`config.mk`:
```
export PLATFORM = sky130hd
export DESIGN_NAME = mult_mem_engine
export DESIGN_NICKNAME = d
export VERILOG_FILES = /design/src/rtl/mult_mem_engine.sv
export SDC_FILE = /design/constraint.sdc
export NUM_CORES = 1
export LEC_CHECK = 0
export BUFFER_PORTS_ARGS = -buffer_cell sky130_fd_sc_hd__buf_2
export CAP_MARGIN = 20
export CORE_UTILIZATION = 59
export DETAILED_ROUTE_END_ITERATION = 12
export PLACE_DENSITY_LB_ADDON = 0.08
export SYNTH_ARGS = -nofsm -noshare
export SYNTH_HDL_FRONTEND = slang
export SYNTH_SLANG_ARGS = --single-unit
```
`constraint.sdc`:
```
create_clock -name i_clk -period 2.6 [get_ports i_clk]
set_input_delay 0.13 -clock i_clk [delete_from_list [all_inputs] [get_ports i_clk]]
set_output_delay 0.13 -clock i_clk [all_outputs]
set_load 0.02 [all_outputs]
```
`src/rtl/mult_mem_engine.sv`:
```
// Memory-backed shift-add multiplier: fetches two operands from an internal register
// file, multiplies them (signed or unsigned), and writes the product back and to o_result.
module mult_mem_engine #(
    parameter int unsigned DATA_W = 4,
    parameter int unsigned ADDR_W = 3
) (
    input  logic                  i_clk,
    input  logic                  i_reset,
    input  logic                  i_wr_en,
    input  logic [ADDR_W-1:0]     i_wr_addr,
    input  logic [2*DATA_W-1:0]   i_wr_data,
    input  logic                  i_start,
    input  logic                  i_signed_mode,
    input  logic [ADDR_W-1:0]     i_addr1,
    input  logic [ADDR_W-1:0]     i_addr2,
    input  logic [ADDR_W-1:0]     i_addr3,
    output logic [2*DATA_W-1:0]   o_result,
    output logic [2:0]            o_st_out,
    output logic                  o_busy,
    output logic                  o_done
);

    localparam int unsigned PROD_W = 2 * DATA_W;
    localparam int unsigned DEPTH  = 2 ** ADDR_W;
    localparam int unsigned CNT_W  = (DATA_W > 1) ? $clog2(DATA_W) : 1;

    typedef enum logic [2:0] {
        ST_IDLE  = 3'd0,
        ST_FETCH = 3'd1,
        ST_MULT  = 3'd2,
        ST_WRITE = 3'd3,
        ST_DONE  = 3'd4
    } state_t;

    state_t              r_state;
    state_t              w_next;
    logic [PROD_W-1:0]   r_mem [DEPTH];
    logic [ADDR_W-1:0]   r_addr1;
    logic [ADDR_W-1:0]   r_addr2;
    logic [ADDR_W-1:0]   r_addr3;
    logic                r_signed;
    logic [DATA_W-1:0]   r_a;
    logic [DATA_W-1:0]   r_b;
    logic                r_neg;
    logic [PROD_W-1:0]   r_acc;
    logic [CNT_W-1:0]    r_cnt;
    logic [PROD_W-1:0]   r_result;
    logic                r_busy;
    logic                r_done;

    logic [DATA_W-1:0]   w_op_a;
    logic [DATA_W-1:0]   w_op_b;
    logic                w_sign_a;
    logic                w_sign_b;
    logic [DATA_W-1:0]   w_mag_a;
    logic [DATA_W-1:0]   w_mag_b;
    logic [PROD_W-1:0]   w_addend;
    logic [PROD_W-1:0]   w_prod;
    logic                w_host_wr;
    logic                w_last;

    assign w_op_a   = r_mem[r_addr1][DATA_W-1:0];
    assign w_op_b   = r_mem[r_addr2][DATA_W-1:0];
    assign w_sign_a = r_signed & w_op_a[DATA_W-1];
    assign w_sign_b = r_signed & w_op_b[DATA_W-1];
    // Magnitude of the most negative value still fits as an unsigned DATA_W word.
    assign w_mag_a  = w_sign_a ? DATA_W'(~w_op_a + DATA_W'(1)) : w_op_a;
    assign w_mag_b  = w_sign_b ? DATA_W'(~w_op_b + DATA_W'(1)) : w_op_b;
    assign w_addend = PROD_W'(r_a) << r_cnt;
    assign w_prod   = r_neg ? PROD_W'(~r_acc + PROD_W'(1)) : r_acc;
    assign w_host_wr = i_wr_en && (r_state == ST_IDLE);
    assign w_last   = (r_cnt == CNT_W'(DATA_W - 1));

    assign o_result = r_result;
    assign o_st_out = r_state;
    assign o_busy   = r_busy;
    assign o_done   = r_done;

    // State register with registered busy/done decoded from the next state.
    always_ff @(posedge i_clk) begin
        if (i_reset) begin
            r_state <= ST_IDLE;
            r_busy  <= 1'b0;
            r_done  <= 1'b0;
        end else begin
            r_state <= w_next;
            r_busy  <= (w_next != ST_IDLE);
            r_done  <= (w_next == ST_DONE);
        end
    end

    always_comb begin
        w_next = r_state;
        case (r_state)
            ST_IDLE:  if (i_start) w_next = ST_FETCH;
            ST_FETCH: w_next = ST_MULT;
            ST_MULT:  if (w_last) w_next = ST_WRITE;
            ST_WRITE: w_next = ST_DONE;
            ST_DONE:  w_next = ST_IDLE;
            default:  w_next = ST_IDLE;
        endcase
    end

    // Operand capture, shift-add accumulation and result register.
    always_ff @(posedge i_clk) begin
        if (i_reset) begin
            r_addr1  <= '0;
            r_addr2  <= '0;
            r_addr3  <= '0;
            r_signed <= 1'b0;
            r_a      <= '0;
            r_b      <= '0;
            r_neg    <= 1'b0;
            r_acc    <= '0;
            r_cnt    <= '0;
            r_result <= '0;
        end else begin
            case (r_state)
                ST_IDLE: begin
                    if (i_start) begin
                        r_addr1  <= i_addr1;
                        r_addr2  <= i_addr2;
                        r_addr3  <= i_addr3;
                        r_signed <= i_signed_mode;
                    end
                end
                ST_FETCH: begin
                    r_a   <= w_mag_a;
                    r_b   <= w_mag_b;
                    r_neg <= w_sign_a ^ w_sign_b;
                    r_acc <= '0;
                    r_cnt <= '0;
                end
                ST_MULT: begin
                    if (r_b[r_cnt]) r_acc <= r_acc + w_addend;
                    r_cnt <= r_cnt + CNT_W'(1);
                end
                ST_WRITE: r_result <= w_prod;
                default: ;
            endcase
        end
    end

    // Register file: not cleared by reset; host port only while idle.
    always_ff @(posedge i_clk) begin
        if (!i_reset) begin
            if (w_host_wr) begin
                r_mem[i_wr_addr] <= i_wr_data;
            end else if (r_state == ST_WRITE) begin
                r_mem[r_addr3] <= w_prod;
            end
        end
    end

endmodule
```
### Word-level counts from Yosys, hierarchy flattened

Memory sizes are Yosys's and may differ from the RTL's. A register that Yosys moved wholly into a read port is not among the register bits.
Index checks and enable logic that the tools add are counted.

* bits in registers: 42
* bits in writable memories: 64
* input port bits: 25
* output and inout bits: 13
* memories kept: 1

Memory list
* r_mem: words 8, width 8, read ports 2, clocked after memory_dff 2, wr ports 1, RTL line 37 `logic [PROD_W-1:0] r_mem [DEPTH];`

* add/sub/neg operators: 5
* order comparisons: 1
* equal/unequal tests: 6
* shift-type cells: 1
* mux-type cells: 25
* bitwise gates (word level): 6
* reduce and logical (&&, ||, !) cells: 7

Operators by type and width (number)
* $mux 8: 3
* $mux 3: 7
* $pmux 8 s2: 1
* $pmux 3 s4: 1
* $mux 1: 9
* $add 4x1->4 const B: 2
* $add 8x1->8 const B: 1
* $add 8x8->8: 1
* $mux 4: 2
* $not 4->4: 2
* $not 8->8: 1
* $reduce_or 8->1: 1
* $shl 4x2->8: 1
* $eq 3x2->1 const B: 2
* $pmux 2 s2: 1
* $reduce_and 2->1: 2
* $eq 3x1->1 const B: 1
* $eq 3x3->1 const B: 1
* $logic_not 3->1: 1
* $lt 2x3->1 const B: 1
* $reduce_bool 3->1: 1
* $add 2x1->2 const B: 1
* $and 1x1->1: 2
* $bmux 1 s2: 1
* 5 further kinds: 5

### Longest topological paths before layout

Gate-level depths: netlist (run 1).

* depth in word-level cells: 7
* depth in mapped cells: 10
* depth with buffers taken out: 9

### Worst setup path after synthesis (run 1)

No wires, ideal clock.

* kind: register -> register
* start point: register r_cnt[1]
* end point: register r_acc[7]
* arrival time: 2277 ps
* required time: 2530 ps
* setup slack: 253 ps
* stages on the path, launching flop included: 11
* clock period less this slack: 2347 ps
* cell sequence: dfxtp_1 > clkbuf_1 > mux2_2 > nor2_1 > a21oi_1 > ha_1 > nand3_1 > o211ai_1 > a311oi_1 > or3_1 > a21boi_1

* word-level cells in the longest chain between the ends: 4

Ends and longest elaborated chain
* from (decl): RTL line 46 `logic [CNT_W-1:0] r_cnt;`
* from (signal assigned): RTL line 136 `r_cnt <= r_cnt + CNT_W'(1);`
* $shl 4x2->8 or $bmux 1 s2 (tied branches): RTL line 69, 135
* $add 8x8->8 or $mux 1 (tied branches): RTL line 135 `if (r_b[r_cnt]) r_acc <= r_acc + w_addend;`
* $mux 8 or $ne 2x2->1 (tied branches)
* $pmux 8 s2 or $reduce_and 2->1 (tied branches)
* to (signal assigned): RTL line 135
* to (decl): RTL line 45 `logic [PROD_W-1:0] r_acc;`

Several ways; a longest one is shown, not always the timed one. The select of a mux whose other input is x is not followed.
A chain may end at the register's enable or synchronous reset.

### Final worst setup path (run 1)

* start point: register r_cnt[0]
* end point: register r_acc[6]

Same word-level chain as after synthesis.

==> results.json, run 1 <==
{
  "status": "finished, final reports clean",
  "layout.cells.most_common": "sky130_fd_sc_hd__dfxtp_1",
  "drcViolationCount": 0,
  "synth_cells": 356,
  "finish.instance_area_um2": 4380,
  "setup.worst_path.start_class": "flop",
  "antenna_violations_before_repair": 0,
  "holdBufCountCts": 0,
  "number_of_enable_flip_flop_cells_after_synthesis": 32,
  "clkPwrFrac": 0.365,
  "vdd_drop_max_v": 0.000432,
  "std_cell_rows": 29,
  "worstSetupPathType": "flop to flop",
  "period_minus_slack_ps": 2380,
  "grt_pass1_vias": 2755,
  "final_net_count": 426,
  "grt_setup_unrepaired": "no",
  "setup.reg_to_reg.worst_slack_ps": 220,
  "switchingPower_uw": 669,
  "cp_data_arrival_time_ps": 2630,
  "detail_route.first_pass.iterations": 4,
  "postCtsResizedCells": 0,
  "netlist-cell-type-count": 46,
  "tightestPinTransition_ps": 643,
  "number_of_setup_buffers_added_after_cts": 0,
  "num_io_pins": 38,
  "die_w_um": 83.6,
  "final_layout_size_suffix_gt1_frac": 0.183,
  "dp_slack_ps": 281,
  "initial_utilization": 0.615,
  "crit_fanout": 15,
  "postRouteAntennaNets": 0,
  "report.power.total_mw": 2.66,
  "wire_per_inst_um": 16.4,
  "count_of_synthesis_stage_warnings_from_yosys": 0,
  "detailed_route_vias_per_instance": 5.91,
  "clock-root-buffer": "sky130_fd_sc_hd__clkbuf_8",
  "crit_required_ps": 2840,
  "finalHoldViolCount": 0,
  "finalWirelength_um": 7710,
  "finalSetupViolCount": 0,
  "port_buffer_count": 33,
  "endpoint_kind": "flop",
  "numClockSinks": 80,
  "dp.final_hpwl_um": 5830,
  "placed_area_um2": 4170,
  "dominantRegCellSynth": "sky130_fd_sc_hd__dfxtp_1",
  "fp.coreArea_um2": 6390,
  "hold_path.class": "input port to flop",
  "htree_levels": 3,
  "worst_setup_hold_path_clk_slew_ps": 90,
  "final.setup.worst_slack_ps": 218,
  "drt_first_iter_violations": 149,
  "insertion_delay_ps": 350,
  "num_vias": 2782,
  "share_seq_of_total_power": 0.525,
  "int_pwr_mw": 1.99,
  "maxCapViolCount": 0,
  "postSynth.asyncResetShare": 0,
  "yosysSeqAreaShare": 0.489,
  "cts.path.max_buffers": 2,
  "floorplan.die_area_um2": 6990,
  "syn-num-nets": 393,
  "largest_net_degree_at_the_start_of_global_routing": 33,
  "globalRoute.totalOverflow": 0,
  "report.final.slew_viol_count": 0,
  "track_usage": 0.235,
  "gpl.final_weighted_congestion": 0.755,
  "syn2layout_area_growth_pct": 11.6,
  "cell_type_with_the_largest_total_area_after_synthesis": "sky130_fd_sc_hd__dfxtp_1",
  "pwr-share-comb": 0.110,
  "fin_tns_setup_ps": 0,
  "power.switching_fraction": 0.251,
  "post_synth.cell_area_avg_um2": 11.0,
  "pd_cells_nw_per_um2": 607,
  "max_slew_margin_vs_limit": 0.570,
  "syn-cell-area_um2": 3930,
  "cts_made_buffers": 9,
  "yosys.area.top_type_share": 0.245,
  "clock-skew-final_ps": 12.6,
  "clock.fmax_mhz": 420,
  "die_height_um": 83.6,
  "grt_pass1_wl_um": 12600,
  "ys_seq_elements": 80,
  "ys_top_cells_by_area": "sky130_fd_sc_hd__dfxtp_1, sky130_fd_sc_hd__edfxtp_1, sky130_fd_sc_hd__mux4_1, sky130_fd_sc_hd__mux4_2, sky130_fd_sc_hd__nand2_1",
  "final_min_period_over_clock_period": 0.916,
  "cts_tree": "yes",
  "most_frequent_cells_in_the_layout": "sky130_fd_sc_hd__dfxtp_1, sky130_fd_sc_hd__nand2_1, sky130_fd_sc_hd__buf_2",
  "antenna_diodes": 0,
  "total_leakage_power_nw": 1.64
}
[routing by layer]
| layer | track usage | wire [um] | part of all wire |
|---|---|---|---|
| met1 | 0.272 | 3260 | 0.42 |
| met2 | 0.421 | 4100 | 0.53 |
| met3 | 0.0336 | 194 | 0.025 |
| met4 | 0.122 | 150 | 0.019 |
| met5 | 0 | 0 | 0 |
[synthesized netlist by cell type, drive strengths merged, types with 2 or more instances]
master  instances
nor2           31
nor3b           5
inv             6
xor2            9
nand3b          3
nor3            6
nor2b           5
o21ai          12
a211oi         11
nand2b          3
o211ai          2
or3             2
ha             11
a31oi           6
clkbuf         15
nand4b          2
o21bai          2
mux2            2
nand3          13
and3            3
a21oi          27
buf             7
mux2i          15
nand2          41
o31ai           7
dfxtp          48
xnor2           3
edfxtp         32
mux4           17
[registers in the layout, summed over array words and instances, names as in the netlist, 3 cells and up, named ones only]
signal	count
o_result	8
o_st_out	3
r_a	4
r_acc	8
r_addr1	3
r_addr2	3
r_addr3	3
r_b	4
r_mem	32
[path summary, 6_finish.rpt]
| path | start | endpoint | depth (start not counted) |
|---|---|---|---|
| setup / recovery | r_cnt[0] | r_acc[6] | 8 |
| hold / removal | i_addr3[2] | r_addr3[2] | 3 |
| setup reg to reg | r_cnt[0] | r_acc[6] | 8 |
| hold reg to reg | r_signed | r_signed | 2 |
[cell families (layout without fill, tap and decap cells)]
family,after synthesis,count (layout),synth area share
mux,34,34,0.157
xor+xnor,12,12,0.0268
compound gates,72,72,0.113
buf+inv,29,67,0.0331
fa+ha+maj,12,12,0.0401
simple gates,117,117,0.140
flops,80,80,0.489
[critical path, stage by stage (launching register included)]
cell	delay (ps)
sky130_fd_sc_hd__dfxtp_1	660
sky130_fd_sc_hd__mux2i_1	240
sky130_fd_sc_hd__nor2_1	90
sky130_fd_sc_hd__fa_1	450
sky130_fd_sc_hd__a211oi_1	340
sky130_fd_sc_hd__o21bai_1	130
sky130_fd_sc_hd__a21oi_1	180
sky130_fd_sc_hd__or4_1	130
sky130_fd_sc_hd__nand3_1	60
[final cells by class]
| cell class | count | area, um^2 |
|---|---|---|
| clock inverters | 5 | 61.3 |
| flip-flops and latches | 80 | 1920 |
| multi-input cells | 247 | 1880 |
| clock buffers | 11 | 154 |
| well taps | 77 | 96.3 |
| fillers | 497 | 2000 |
| repair buffers | 44 | 248 |
| inverters | 7 | 26.3 |
[power by group through the flow]
stage / registers (mW) / clock network, mW / logic, mW
5_1_grt: 1.41 / 1.04 / 0.326
6_report: 1.40 / 0.972 / 0.292
3_3_place_gp: 1.43 / 0 / 0.285
4_1_cts: 1.40 / 0.991 / 0.294
3_5_place_dp: 1.43 / 0 / 0.293
2_1_floorplan: 1.41 / 0 / 0.232
[stage by stage]
stage          std cells  utilization  hold slack (ps)
3_5_place_dp         455        0.653              391
4_1_cts              471        0.687             9.14
5_1_grt              471        0.687             33.6
3_3_place_gp         455        0.653              374
2_1_floorplan        356            -              266
6_report             471        0.687             19.7
(Power assumes the default switching activity.)
==> inputs of run 2 (changes only) <==
BUFFER_PORTS_ARGS = -buffer_cell sky130_fd_sc_hd__clkbuf_2   (was -buffer_cell sky130_fd_sc_hd__buf_2)
==> results.json, run 2 (same netlist as run 1, synthesis figures left out) <==
{
  "status": "finished, final reports clean",
  "htree_levels": 3,
  "antenna_violations_before_repair": 0,
  "wire_per_inst_um": 16.7,
  "detail_route.first_pass.iterations": 4,
  "tightestPinTransition_ps": 656,
  "num_io_pins": 38,
  "drcViolationCount": 0,
  "cp_top_family": "flip-flops",
  "series_of_cell_instances_along_the_critical_path": "mux2i_1, nor2_1, fa_1, a211oi_1, o21bai_1, a21oi_1, or4_1, nand3_1",
  "worst-path-buf-inv": 0,
  "report.power.total_mw": 2.76,
  "clock-root-buffer": "sky130_fd_sc_hd__clkbuf_8",
  "globalRoute.totalOverflow": 0,
  "fillcell_total": 495,
  "share_seq_of_total_power": 0.508,
  "initial_utilization": 0.615,
  "critical_path_depth": 8,
  "cp_data_arrival_time_ps": 2560,
  "r2r_cells": 8,
  "layout.cells.most_common": "sky130_fd_sc_hd__dfxtp_1",
  "switchingPower_uw": 672,
  "finalHoldViolCount": 0,
  "largest_net_degree_at_the_start_of_global_routing": 33,
  "fin_tns_setup_ps": 0,
  "fp.coreArea_um2": 6390,
  "endpoint_kind": "flop",
  "finalSetupViolCount": 0,
  "detailed_route_vias_per_instance": 5.87,
  "cts_tree": "yes",
  "clock.fmax_mhz": 430,
  "dp.final_hpwl_um": 5810,
  "slowest_stage": "sky130_fd_sc_hd__dfxtp_1",
  "clock-skew-final_ps": 9.65,
  "setup.worst_path.start_class": "flop",
  "track_usage": 0.243,
  "die_height_um": 83.6,
  "regArea_um2": 1920,
  "finish.instance_area_um2": 4420,
  "report.final.slew_viol_count": 0,
  "worstSetupPathType": "flop to flop",
  "int_pwr_mw": 2.08,
  "placed_area_um2": 4170,
  "clkPwrFrac": 0.385,
  "num_vias": 2771,
  "period_minus_slack_ps": 2320,
  "antenna_diodes": 0,
  "setup.worst_path.end": "r_acc[6]",
  "hold_path.class": "input port to flop",
  "max_slew_margin_vs_limit": 0.562,
  "final_min_period_over_clock_period": 0.894,
  "cts_made_buffers": 9,
  "multi_input_comb_area_um2": 1880,
  "crit_required_ps": 2840,
  "drt_first_iter_violations": 121,
  "pd_cells_nw_per_um2": 624,
  "port_buffer_count": 33,
  "postRouteAntennaNets": 0,
  "crit_fanout": 15,
  "vdd_drop_max_v": 0.000424,
  "grt_setup_unrepaired": "no",
  "largest_register_ffs": 32,
  "numClockSinks": 80,
  "max_stage_delay_ps": 640,
  "syn2layout_area_growth_pct": 12.4,
  "final_layout_size_suffix_gt1_frac": 0.180,
  "worstSetupStartpoint": "r_cnt[0]",
  "gpl.final_weighted_congestion": 0.754,
  "power.switching_fraction": 0.244,
  "setup.reg_to_reg.worst_slack_ps": 280,
  "die_w_um": 83.6,
  "floorplan.die_area_um2": 6990,
  "grt_pass1_wl_um": 13200,
  "std_cell_rows": 29,
  "grt_pass1_vias": 2905,
  "cts.path.max_buffers": 2,
  "maxCapViolCount": 0,
  "max_flop_register": "r_mem",
  "pwr-share-comb": 0.107,
  "insertion_delay_ps": 350,
  "final_net_count": 427,
  "timing.rr.start": "r_cnt[0]",
  "most_frequent_cells_in_the_layout": "sky130_fd_sc_hd__dfxtp_1, sky130_fd_sc_hd__nand2_1, sky130_fd_sc_hd__clkbuf_2",
  "finalWirelength_um": 7910,
  "regToRegEndpoint": "r_acc[6]",
  "total_leakage_power_nw": 1.65,
  "worst_setup_hold_path_clk_slew_ps": 80
}
run 2: changes by cell type in the layout (fill, tap and decap cells not counted):
cell | before | now
sky130_fd_sc_hd__clkinvlp_4 | 0 | 1
sky130_fd_sc_hd__inv_1 | 6 | 7
sky130_fd_sc_hd__clkbuf_2 | 1 | 33
sky130_fd_sc_hd__clkinv_4 | 1 | 0
sky130_fd_sc_hd__bufinv_16 | 1 | 2
sky130_fd_sc_hd__buf_2 | 33 | 0
sky130_fd_sc_hd__dlygate4sd3_1 | 0 | 1
sky130_fd_sc_hd__clkinv_2 | 1 | 0
run 2: layout make-up:
type | count | area share
clock buffers | 10 | 0.0337
clock inverters | 6 | 0.0201
inverters | 7 | 0.00595
multi-input cells | 247 | 0.425
flip-flops and latches | 80 | 0.435
well taps | 77 | 0.0218
repair buffers | 45 | 0.0584
run 2: worst min path at each step:
stage	endpoint	slack [ps]	start	cells after the start
floorplan	r_addr3[0]	270	i_addr3[0]	2
global placement	r_addr3[1]	360	i_addr3[1]	3
detailed placement	r_addr3[2]	380	i_addr3[2]	3
CTS	r_addr3[1]	0.8	i_addr3[1]	3
global route	r_addr3[0]	8	i_addr3[0]	3
finish	r_addr3[1]	10	i_addr3[1]	3
run 2: repair_timing:
item                      in CTS  in global routing
resized for setup              0                  0
hold buffers                   1                  0
hold endpoints to repair       1                  0
buffers inserted               0                  0
run 2: worst min-delay path: cells and delay by family:
family | cells | cell delay (ps)
AOI/OAI and AO/OA | 1 | 50
and+or+nand+nor | 1 | 50
buffers and inverters | 1 | 80
run 2: per-layer routing:
metal	up-vias	GRT usage	part of all wire
li1	1386	-	-
met1	1339	0.280	0.44
met2	36	0.440	0.53
met3	10	0.0524	0.021
met4	0	0.0940	0.012
met5	-	0	0
run 2: metrics by stage:
| step | hold slack, ps | std cells | setup slack (ps) | util |
|---|---|---|---|---|
| after detailed placement | 378 | 455 | 288 | 0.653 |
| after global placement | 357 | 455 | 323 | 0.653 |
| after global routing | 7.90 | 472 | 39.4 | 0.692 |
| final | 9.87 | 472 | 275 | 0.692 |
| after floorplan | 266 | 356 | 253 | - |
| after CTS | 0.755 | 472 | 277 | 0.692 |
run 2: power groups by stage:
stage | Clock [mW] | Sequential, mW | Combinational [mW]
finish | 1.06 | 1.40 | 0.296
CTS | 1.07 | 1.40 | 0.296
global route | 1.12 | 1.41 | 0.327
global placement | 0 | 1.43 | 0.285
floorplan | 0 | 1.41 | 0.232
detailed placement | 0 | 1.43 | 0.292
==> inputs of run 3 (changes only) <==
CORE_ASPECT_RATIO = 0.6   (was unset)
clock period = 2.3 ns   (was 2.6 ns; I/O delays follow)
==> results.json, run 3 (same netlist as run 1, synthesis figures left out) <==
{
  "finalSetupViolCount": 1,
  "drcViolationCount": 0,
  "crit_required_ps": 2600,
  "vdd_drop_max_v": 0.000401,
  "dp.cells": 469,
  "most_frequent_cells_in_the_layout": "sky130_fd_sc_hd__dfxtp_1, sky130_fd_sc_hd__nand2_1, sky130_fd_sc_hd__clkbuf_2",
  "hold_path.class": "input port to flop",
  "final_min_period_over_clock_period": 1.00,
  "final_layout_size_suffix_gt1_frac": 0.225,
  "cts_made_buffers": 9,
  "gpl.final_weighted_congestion": 0.828,
  "antenna_violations_before_repair": 0,
  "clock-root-buffer": "sky130_fd_sc_hd__clkbuf_8",
  "final.setup.worst_slack_ps": -6.34,
  "slowest_stage": "sky130_fd_sc_hd__or3_1",
  "cts.path.max_buffers": 2,
  "series_of_cell_instances_along_the_critical_path": "mux2_4, nor2_2, a21oi_2, ha_1, nand3_1, o211ai_1, a311oi_2, or3_1, a21boi_1",
  "cp_top_family": "simple AND/OR/NAND/NOR gates",
  "cp_data_arrival_time_ps": 2610,
  "detail_route.first_pass.iterations": 5,
  "finish.instance_area_um2": 4640,
  "num_vias": 3033,
  "finalHoldViolCount": 0,
  "maxCapViolCount": 0,
  "pd_cells_nw_per_um2": 651,
  "detailed_route_vias_per_instance": 6.05,
  "track_usage": 0.285,
  "failed_checks": "negative setup slack",
  "insertion_delay_ps": 360,
  "finalNonFillerCells": 501,
  "layout.cells.most_common": "sky130_fd_sc_hd__dfxtp_1",
  "setup.worst_path.start_class": "flop",
  "num_io_pins": 38,
  "grt_pass1_wl_um": 14300,
  "floorplan.die_area_um2": 7000,
  "max_flop_register": "r_mem",
  "drt_first_iter_violations": 294,
  "status": "complete, but fails checks",
  "worstSetupPathType": "flop to flop",
  "clock.fmax_mhz": 434,
  "total_leakage_power_nw": 1.75,
  "finalWirelength_um": 9330,
  "wire_per_inst_um": 18.6,
  "max_stage_delay_ps": 390,
  "initial_utilization": 0.626,
  "clock-skew-final_ps": 6.28,
  "port_buffer_count": 33,
  "grt_setup_unrepaired": "yes",
  "crit_fanout": 5,
  "globalRoute.totalOverflow": 0,
  "grt_pass1_vias": 2764,
  "die_height_um": 65.2,
  "worst-path-buf-inv": 0,
  "syn2layout_area_growth_pct": 18.0,
  "endpoint_kind": "flop",
  "numClockSinks": 80,
  "dp.final_hpwl_um": 6580,
  "die_w_um": 107,
  "report.final.slew_viol_count": 0,
  "period_minus_slack_ps": 2310,
  "worst_setup_hold_path_clk_slew_ps": 80,
  "fp.coreArea_um2": 6280,
  "final_net_count": 449,
  "cts_tree": "yes",
  "antenna_diodes": 0,
  "postRouteAntennaNets": 0,
  "tightestPinTransition_ps": 647,
  "largest_net_degree_at_the_start_of_global_routing": 28,
  "placed_area_um2": 4240,
  "largest_register_ffs": 32,
  "htree_levels": 3,
  "std_cell_rows": 22,
  "max_slew_margin_vs_limit": 0.569
}
[run 3: cell count changes in the layout (fill, tap and decap cells not counted), sizes merged]
cell         previous run  this run
clkinv                  1         3
dlygate4sd3             1        10
clkbuf                 43        45
inv                     9         8
bufinv                  2         0
clkinvlp                1         0
buf                    11        24
[run 3: stage by stage]
| stage | worst slack [ps] | TNS, ps | total power [mW] | utilization | hold WS (ps) |
|---|---|---|---|---|---|
| after floorplan | 56.8 | 0 | 1.85 | - | 251 |
| after global placement | 130 | 0 | 1.96 | 0.676 | 339 |
| after detailed placement | 55.6 | 0 | 1.98 | 0.676 | 346 |
| after CTS | 30.6 | 0 | 3.01 | 0.724 | 70.6 |
| final | -6.34 | -6.34 | 3.02 | 0.739 | 85.6 |
| after global routing | -126 | -180 | 3.13 | 0.739 | 103 |
[run 3: area by class of cell]
type                            count  area [um^2]
Clock buffer                       12          176
Clock inverter                      4         22.5
Fill cell                         440         1640
Inverter                            7         26.3
Multi-Input combinational cell    247         1920
Sequential cell                    80         1920
Tap cell                           84          105
Timing Repair Buffer               67          462
[run 3: layer usage]
metal / part of all wire / track usage
met5: 0 / 0
met4: 0.011 / 0.0736
met3: 0.088 / 0.0833
met2: 0.42 / 0.392
met1: 0.48 / 0.437
[run 3: path summary, 6_finish.rpt]
path / startpoint / to / slack (ps) / depth (start not counted)
hold reg to reg: r_b[2] / r_b[2] / 460 / 2
setup reg to reg: r_cnt[1] / r_acc[7] / -6 / 9
hold / removal: i_start / o_busy / 90 / 3
setup / recovery: r_cnt[1] / r_acc[7] / -6 / 9
[run 3: worst min-delay path, delay by kind of cell]
family	cells	cell delay (ps)
AND/OR/NAND/NOR	2	160
buffers and inverters	1	120
[run 3: where the power goes]
group          total (mW)  switching, mW  internal (mW)
sequential           1.57         0.0494           1.53
combinational       0.406          0.221          0.186
clock                1.04          0.521          0.515
total                3.02          0.791           2.23
[run 3: what timing repair did]
item                                   in CTS  in global routing
buffers inserted                            0                  6
resized for setup                           0                 13
endpoints found under the hold margin      14                  0
setup endpoints to repair                   0                  2
hold buffers                               10                  0
